File: src/rtl/pc_unit_pkg.sv
`default_nettype none
// ============================================================================
//  Module   : pc_unit_pkg
//  Purpose  : Shared constants for the program-counter unit: operation code
//             width and the encodings of each PC operation.
//  Revision : 1.0  initial release
// ============================================================================
package pc_unit_pkg;

    localparam int OP_W = 3;

    localparam logic [OP_W-1:0] OP_INC  = 3'b000;
    localparam logic [OP_W-1:0] OP_JMP  = 3'b001;
    localparam logic [OP_W-1:0] OP_BR   = 3'b010;
    localparam logic [OP_W-1:0] OP_CALL = 3'b011;
    localparam logic [OP_W-1:0] OP_RET  = 3'b100;
    localparam logic [OP_W-1:0] OP_HOLD = 3'b101;

endpackage
`default_nettype wire

File: src/rtl/pc_unit_if.sv
`default_nettype none
// ============================================================================
//  Module   : pc_unit_if
//  Purpose  : Bundle between the control unit (master) and the PC unit
//             (slave).
//  Ports    : master drives en/op/cond/target/offset/clr_err and observes
//             pc_out/next_pc/ret_top/depth/stack_full/stack_empty/err_ovf/
//             err_unf; slave is the mirror image.
//  Revision : 1.0  initial release
// ============================================================================
interface pc_unit_if #(
    parameter int ADDR_W      = 13,
    parameter int STACK_DEPTH = 4
) ();
    import pc_unit_pkg::*;

    localparam int DEPTH_W = $clog2(STACK_DEPTH + 1);

    logic              en;
    logic [OP_W-1:0]   op;
    logic              cond;
    logic [ADDR_W-1:0] target;
    logic [ADDR_W-1:0] offset;
    logic              clr_err;

    logic [ADDR_W-1:0] pc_out;
    logic [ADDR_W-1:0] next_pc;
    logic [ADDR_W-1:0] ret_top;
    logic [DEPTH_W-1:0] depth;
    logic              stack_full;
    logic              stack_empty;
    logic              err_ovf;
    logic              err_unf;

    modport master (
        output en, op, cond, target, offset, clr_err,
        input  pc_out, next_pc, ret_top, depth, stack_full, stack_empty,
               err_ovf, err_unf
    );

    modport slave (
        input  en, op, cond, target, offset, clr_err,
        output pc_out, next_pc, ret_top, depth, stack_full, stack_empty,
               err_ovf, err_unf
    );

endinterface
`default_nettype wire

File: src/rtl/pc_unit_ret_stack.sv
`default_nettype none
// ============================================================================
//  Module   : ret_stack
//  Purpose  : Parametrised LIFO holding return addresses.
//  Ports    : clk, reset (sync, active-high); push/pop requests (ignored
//             when full/empty respectively); din pushed value; dout current
//             top entry (0 when empty); depth occupancy; full/empty status.
//  Revision : 1.0  initial release
// ============================================================================
module ret_stack #(
    parameter int DATA_W = 13,
    parameter int DEPTH  = 4
) (
    input  wire logic                           clk,
    input  wire logic                           reset,
    input  wire logic                           push,
    input  wire logic                           pop,
    input  wire logic [DATA_W-1:0]              din,
    output logic      [DATA_W-1:0]              dout,
    output logic      [$clog2(DEPTH+1)-1:0]     depth,
    output logic                                full,
    output logic                                empty
);

    localparam int DW = $clog2(DEPTH + 1);
    localparam int IW = $clog2(DEPTH);

    // Entry storage is deliberately not reset; only occupancy matters.
    logic [DATA_W-1:0] r_mem [DEPTH];
    logic [DW-1:0]     r_depth;
    logic [DW-1:0]     w_top_idx;

    assign w_top_idx = r_depth - DW'(1);
    assign full      = (r_depth == DW'(DEPTH));
    assign empty     = (r_depth == '0);
    assign depth     = r_depth;
    assign dout      = empty ? '0 : r_mem[w_top_idx[IW-1:0]];

    always_ff @(posedge clk) begin
        if (reset) begin
            r_depth <= '0;
        end else if (push && !full) begin
            r_mem[r_depth[IW-1:0]] <= din;
            r_depth                <= r_depth + DW'(1);
        end else if (pop && !empty) begin
            r_depth <= r_depth - DW'(1);
        end
    end

endmodule
`default_nettype wire

File: src/rtl/pc_unit.sv
`default_nettype none
// ============================================================================
//  Module   : pc_unit
//  Purpose  : Registered program counter with next-PC selection (increment,
//             jump, relative branch, call, return, hold), a hardware
//             return-address stack and sticky overflow/underflow flags.
//  Ports    : clk, reset (sync, active-high); bus (pc_unit_if.slave) carrying
//             en/op/cond/target/offset/clr_err in and pc_out/next_pc/ret_top/
//             depth/stack_full/stack_empty/err_ovf/err_unf out.
//  Revision : 1.0  initial release
// ============================================================================
module pc_unit
    import pc_unit_pkg::*;
#(
    parameter int ADDR_W      = 13,
    parameter int STACK_DEPTH = 4,
    parameter int INC         = 1,
    parameter int RESET_ADDR  = 0
) (
    input  wire logic  clk,
    input  wire logic  reset,
    pc_unit_if.slave   bus
);

    logic [ADDR_W-1:0] r_pc;
    logic              r_err_ovf;
    logic              r_err_unf;

    logic [ADDR_W-1:0] w_pc_inc;
    logic [ADDR_W-1:0] w_pc_br;
    logic [ADDR_W-1:0] w_next_pc;
    logic [ADDR_W-1:0] w_ret_top;
    logic              w_full;
    logic              w_empty;
    logic              w_is_call;
    logic              w_is_ret;
    logic              w_push;
    logic              w_pop;

    // Offsets are ADDR_W wide, so modular addition gives the sign-extended
    // displacement relative to the current PC for free.
    assign w_pc_inc = r_pc + ADDR_W'(INC);
    assign w_pc_br  = r_pc + bus.offset;

    assign w_is_call = (bus.op == OP_CALL);
    assign w_is_ret  = (bus.op == OP_RET);

    // A CALL on a full stack or a RET on an empty one degrades to INC.
    assign w_push = bus.en && w_is_call && !w_full;
    assign w_pop  = bus.en && w_is_ret  && !w_empty;

    always_comb begin
        w_next_pc = w_pc_inc;
        unique case (bus.op)
            OP_JMP:  w_next_pc = bus.target;
            OP_BR:   w_next_pc = bus.cond ? w_pc_br : w_pc_inc;
            OP_CALL: w_next_pc = w_full  ? w_pc_inc : bus.target;
            OP_RET:  w_next_pc = w_empty ? w_pc_inc : w_ret_top;
            OP_HOLD: w_next_pc = r_pc;
            default: w_next_pc = w_pc_inc;
        endcase
    end

    ret_stack #(
        .DATA_W (ADDR_W),
        .DEPTH  (STACK_DEPTH)
    ) u_ret_stack (
        .clk    (clk),
        .reset  (reset),
        .push   (w_push),
        .pop    (w_pop),
        .din    (w_pc_inc),
        .dout   (w_ret_top),
        .depth  (bus.depth),
        .full   (w_full),
        .empty  (w_empty)
    );

    always_ff @(posedge clk) begin
        if (reset) begin
            r_pc <= ADDR_W'(RESET_ADDR);
        end else if (bus.en) begin
            r_pc <= w_next_pc;
        end
    end

    // Clear first, then OR in a new event so a coincident error wins.
    always_ff @(posedge clk) begin
        if (reset) begin
            r_err_ovf <= 1'b0;
            r_err_unf <= 1'b0;
        end else begin
            r_err_ovf <= (r_err_ovf && !bus.clr_err) || (bus.en && w_is_call && w_full);
            r_err_unf <= (r_err_unf && !bus.clr_err) || (bus.en && w_is_ret && w_empty);
        end
    end

    assign bus.pc_out      = r_pc;
    assign bus.next_pc     = w_next_pc;
    assign bus.ret_top     = w_ret_top;
    assign bus.stack_full  = w_full;
    assign bus.stack_empty = w_empty;
    assign bus.err_ovf     = r_err_ovf;
    assign bus.err_unf     = r_err_unf;

endmodule
`default_nettype wire

File: src/flat_wrapper.sv
// flat-port wrapper written by rule: the top's interface ports become plain ports
module pc_unit_flat import pc_unit_pkg::*;
#(
    parameter int ADDR_W      = 13,
    parameter int STACK_DEPTH = 4,
    parameter int INC         = 1,
    parameter int RESET_ADDR  = 0
)
  (clk, reset, bus_en, bus_op, bus_cond, bus_target, bus_offset, bus_clr_err, bus_pc_out, bus_next_pc, bus_ret_top, bus_depth, bus_stack_full, bus_stack_empty, bus_err_ovf, bus_err_unf);
  pc_unit_if #(.ADDR_W(ADDR_W), .STACK_DEPTH(STACK_DEPTH)) bus_i ();
  input  wire logic clk;
  input  wire logic reset;
  input wire logic [$bits(bus_i.en)-1:0] bus_en;
  input wire logic [$bits(bus_i.op)-1:0] bus_op;
  input wire logic [$bits(bus_i.cond)-1:0] bus_cond;
  input wire logic [$bits(bus_i.target)-1:0] bus_target;
  input wire logic [$bits(bus_i.offset)-1:0] bus_offset;
  input wire logic [$bits(bus_i.clr_err)-1:0] bus_clr_err;
  output wire logic [$bits(bus_i.pc_out)-1:0] bus_pc_out;
  output wire logic [$bits(bus_i.next_pc)-1:0] bus_next_pc;
  output wire logic [$bits(bus_i.ret_top)-1:0] bus_ret_top;
  output wire logic [$bits(bus_i.depth)-1:0] bus_depth;
  output wire logic [$bits(bus_i.stack_full)-1:0] bus_stack_full;
  output wire logic [$bits(bus_i.stack_empty)-1:0] bus_stack_empty;
  output wire logic [$bits(bus_i.err_ovf)-1:0] bus_err_ovf;
  output wire logic [$bits(bus_i.err_unf)-1:0] bus_err_unf;
  assign bus_i.en = bus_en;
  assign bus_i.op = bus_op;
  assign bus_i.cond = bus_cond;
  assign bus_i.target = bus_target;
  assign bus_i.offset = bus_offset;
  assign bus_i.clr_err = bus_clr_err;
  assign bus_pc_out = bus_i.pc_out;
  assign bus_next_pc = bus_i.next_pc;
  assign bus_ret_top = bus_i.ret_top;
  assign bus_depth = bus_i.depth;
  assign bus_stack_full = bus_i.stack_full;
  assign bus_stack_empty = bus_i.stack_empty;
  assign bus_err_ovf = bus_i.err_ovf;
  assign bus_err_unf = bus_i.err_unf;
  pc_unit #(.ADDR_W(ADDR_W), .STACK_DEPTH(STACK_DEPTH), .INC(INC), .RESET_ADDR(RESET_ADDR)) u_core (.clk(clk), .reset(reset), .bus(bus_i));
endmodule
File: config.mk
export PLATFORM = sky130hd
export DESIGN_NAME = pc_unit_flat
export DESIGN_NICKNAME = d
export VERILOG_FILES = /design/src/rtl/pc_unit_pkg.sv /design/src/rtl/pc_unit_if.sv /design/src/rtl/pc_unit_ret_stack.sv /design/src/rtl/pc_unit.sv /design/src/flat_wrapper.sv
export SDC_FILE = /design/constraint.sdc
export NUM_CORES = 1
export LEC_CHECK = 0
export CAP_MARGIN = 25
export CORE_MARGIN = 3
export CORE_UTILIZATION = 50
export DETAILED_ROUTE_END_ITERATION = 10
export PLACE_DENSITY_LB_ADDON = 0.1
export SLEW_MARGIN = 40
export SYNTH_ARGS = -nofsm -noshare
export SYNTH_HDL_FRONTEND = slang
export SYNTH_SLANG_ARGS = --single-unit
File: constraint.sdc
create_clock -name clk -period 5.4 [get_ports clk]
set_clock_uncertainty 0.15 [all_clocks]
set_input_delay 1.08 -clock clk [delete_from_list [all_inputs] [get_ports clk]]
set_output_delay 1.08 -clock clk [all_outputs]
set_load 0.01 [all_outputs]
==> flow_summary.json <==
{
  "worst_slew_pin_slew_ps": 720,
  "antenna_found_initial": 0,
  "critPathRequiredTime_ps": 4170,
  "avgSynthCellArea_um2": 10.6,
  "synthAdderAreaFrac_pct": 5.66,
  "portBuffers": 79,
  "num-fill-cells": 729,
  "end_kind": "output port",
  "htreeDepth": 3,
  "die_w_um": 101,
  "rsz0062_at_grt": "no",
  "setup_viol": 0,
  "synth_edf_count": 52,
  "rows": 34,
  "slew_headroom_pct": 52.0,
  "utilization_pct": 63.8,
  "peakVddDrop_mv": 0.132,
  "swShare_pct": 31.9,
  "critical_path.max_fanout": 5,
  "fin_crit_sh_pct": 94.5,
  "drv_cap": 0,
  "num_vias": 3824,
  "cts.path.max_buffers": 2,
  "routed_wl_um": 12500,
  "wl_per_cell_um": 20.2,
  "async_flop_share_pct": 0,
  "max_freq_mhz": 196,
  "nNetsFinal": 558,
  "muxShareOfSynthArea_pct": 7.08,
  "clock-sinks": 70,
  "cell_internal_pwr_w": 0.000928,
  "hold_violations": 0,
  "syn_area_um2": 4560,
  "cp_slowest_stage_delay_ps": 570,
  "critical_path_class": "primary input to output port",
  "ys_seq_area_share_pct": 42.2,
  "io_pins": 80,
  "die-area_um2": 10300,
  "clock_latency_ps": 350,
  "drt_iter0_drc": 262,
  "path_buf_inv": 3,
  "power_frac_seq_pct": 45.0,
  "clock_power_share_pct": 30.8,
  "grt_pass1_wl_um": 19500,
  "p_per_area_nw_per_um2": 243,
  "cp_num_cells": 11,
  "synth_compound_area_share_pct": 19.6,
  "synth_simple_gate_area_share_pct": 16.4,
  "ctsHoldBuffers": 0,
  "hold_class": "register to register",
  "p_switching_w": 0.000434,
  "n_antenna_cell": 0,
  "start_kind": "primary input",
  "grt_max_degree": 22,
  "area_growth_pct": 23.2,
  "design.core.area_um2": 8810,
  "synth_top_family_by_area": "compound AO/OA/AOI/OAI gates",
  "holdPathStages": 2,
  "p_comb_share_pct": 24.2,
  "ant_nets": 0,
  "cts_root_buf": "clkbuf_8",
  "post-dp-hpwl_um": 9060,
  "crit_chain": "clkdlybuf4s50_1 -> ha_1 -> fa_1 -> a21o_1 -> a221oi_2 -> buf_4 -> a21o_1 -> o211ai_1 -> o211ai_1 -> a21boi_0 -> clkdlybuf4s50_1",
  "tns_ps": 0,
  "synth_nets": 482,
  "cts.repair.resized": 0,
  "post-route-min-period_ps": 5100,
  "clk_pin_slew_worst_paths_ps": 90,
  "die_height_um": 101,
  "grt.overflow.total": 0,
  "synthXorXnorAreaFrac_pct": 3.98,
  "grt_pass1_vias": 3670,
  "synth_seq_cells": 70,
  "synth_cell_types": 69,
  "crit_arrival_ps": 3870,
  "start_util_pct": 51.7,
  "globalplace.congestion": 0.866,
  "power_w": 0.00136,
  "tritoncts": "done",
  "drcViolationCount": 0,
  "postCtsSetupRepairBufs": 0,
  "track_usage_pct": 24.8,
  "cp_top_family": "buffers and inverters",
  "drive_gt1_share_pct": 12.6,
  "yosys_warnings": 0,
  "dr.pass1.iters": 5,
  "outcome": "finished clean",
  "ff2ff_path_depth": 7,
  "synthCells": 428,
  "critPathSlowestCell": "clkdlybuf4s50_1",
  "viasPerCell": 6.20,
  "slew_violations": 0,
  "synthFlopType": "edfxtp_1",
  "total_leakage_power_nw": 2.04,
  "cts-buffers-inserted": 9
}
-- final timing paths --
check,startpoint,to,slack (ps)
setup / recovery,bus_offset[0],bus_next_pc[8],300
hold / removal,u_core.bus.err_unf,u_core.bus.err_unf,340
setup reg to reg,u_core.u_ret_stack.depth[1],u_core.u_ret_stack.r_mem[1][4],2330
hold reg to reg,u_core.bus.err_unf,u_core.bus.err_unf,340
-- cells in the mapped netlist, types with 7 or more instances --
| master | n | area, um^2 |
|---|---|---|
| inv_1 | 19 | 71.3 |
| dfxtp_1 | 18 | 360 |
| a21oi_1 | 35 | 175 |
| ha_1 | 19 | 238 |
| nand2b_1 | 16 | 100 |
| edfxtp_1 | 52 | 1560 |
| nand3_1 | 14 | 70.1 |
| clkbuf_1 | 9 | 33.8 |
| a21o_1 | 8 | 60.1 |
| mux4_2 | 13 | 293 |
| o21ai_0 | 9 | 45.0 |
| nor2b_1 | 14 | 87.6 |
| nand2_1 | 30 | 113 |
| xor2_1 | 10 | 87.6 |
| xnor2_1 | 7 | 61.3 |
| buf_2 | 11 | 55.1 |
| nand4_1 | 7 | 43.8 |
| nor2_1 | 28 | 105 |
-- layout make-up --
| type | count | area (um^2) | area share [%] |
|---|---|---|---|
| Timing Repair Buffer | 93 | 896 | 16.0 |
| Inverter | 19 | 71.3 | 1.27 |
| Clock buffer | 9 | 124 | 2.21 |
| Sequential cell | 70 | 1920 | 34.2 |
| Clock inverter | 7 | 63.8 | 1.14 |
| Multi-Input combinational cell | 311 | 2400 | 42.8 |
| Tap cell | 108 | 135 | 2.41 |
-- per-stage QoR --
stage                     cells  setup slack [ps]  hold slack, ps  instance area [um^2]
after global routing        617               157             396                  5620
after detailed placement    601               327             327                  5430
after CTS                   617               293             348                  5620
final                       617               296             343                  5620
after floorplan             428              1200             363                  4560
after global placement      601               298             320                  5430
-- power groups by stage --
| stage | Combinational (W) | Sequential (W) | Clock [W] |
|---|---|---|---|
| 2_1_floorplan | 0.000198 | 0.000621 | 0 |
| 3_3_place_gp | 0.000324 | 0.000625 | 0 |
| 3_5_place_dp | 0.000326 | 0.000625 | 0 |
| 4_1_cts | 0.000328 | 0.000613 | 0.000427 |
| 5_1_grt | 0.000358 | 0.000615 | 0.000445 |
| 6_report | 0.000330 | 0.000613 | 0.000420 |
-- placed cells by master, fill, tap and decap left out, types with 10 or more instances in the layout --
cell / count
a21oi_1: 35
buf_4: 14
clkdlybuf4s50_1: 79
dfxtp_1: 18
edfxtp_1: 52
ha_1: 19
inv_1: 19
mux4_2: 13
nand2_1: 30
nand2b_1: 16
nand3_1: 14
nor2_1: 28
nor2b_1: 14
xor2_1: 10
-- cells by family (layout without fill, tap and decap cells) --
logic type / Yosys count / in the layout
buffers and inverters: 47 / 128
AOI/OAI and AO/OA: 119 / 119
muxes: 16 / 16
DFF: 70 / 70
adders and majority gates: 20 / 20
and+or+nand+nor: 137 / 137
xor gates and xnor gates: 19 / 19
-- routing by layer --
layer | up-vias | routed length [um] | global-route usage [%]
met3 | 7 | 1000 | 5.79
met4 | 0 | 115 | 6.95
met1 | 1845 | 5450 | 34.3
met2 | 197 | 5920 | 39.2
li1 | 1775 | - | -
met5 | - | 0 | 0
-- registers in the layout (all words and copies together), names as in the netlist --
register,count
u_core.bus.err_ovf,1
u_core.bus.err_unf,1
u_core.bus.pc_out,13
u_core.u_ret_stack.depth,3
u_core.u_ret_stack.r_mem,52
-- worst reg2reg max path, cell delays in order, from the launching register on --
cell and delay [ps]:
dfxtp_1 440, inv_1 100, ha_1 240, ha_1 280, and2b_4 390, nand3_1 230
nor2_1 240, and2_1 630
(Power assumes the default switching activity.)
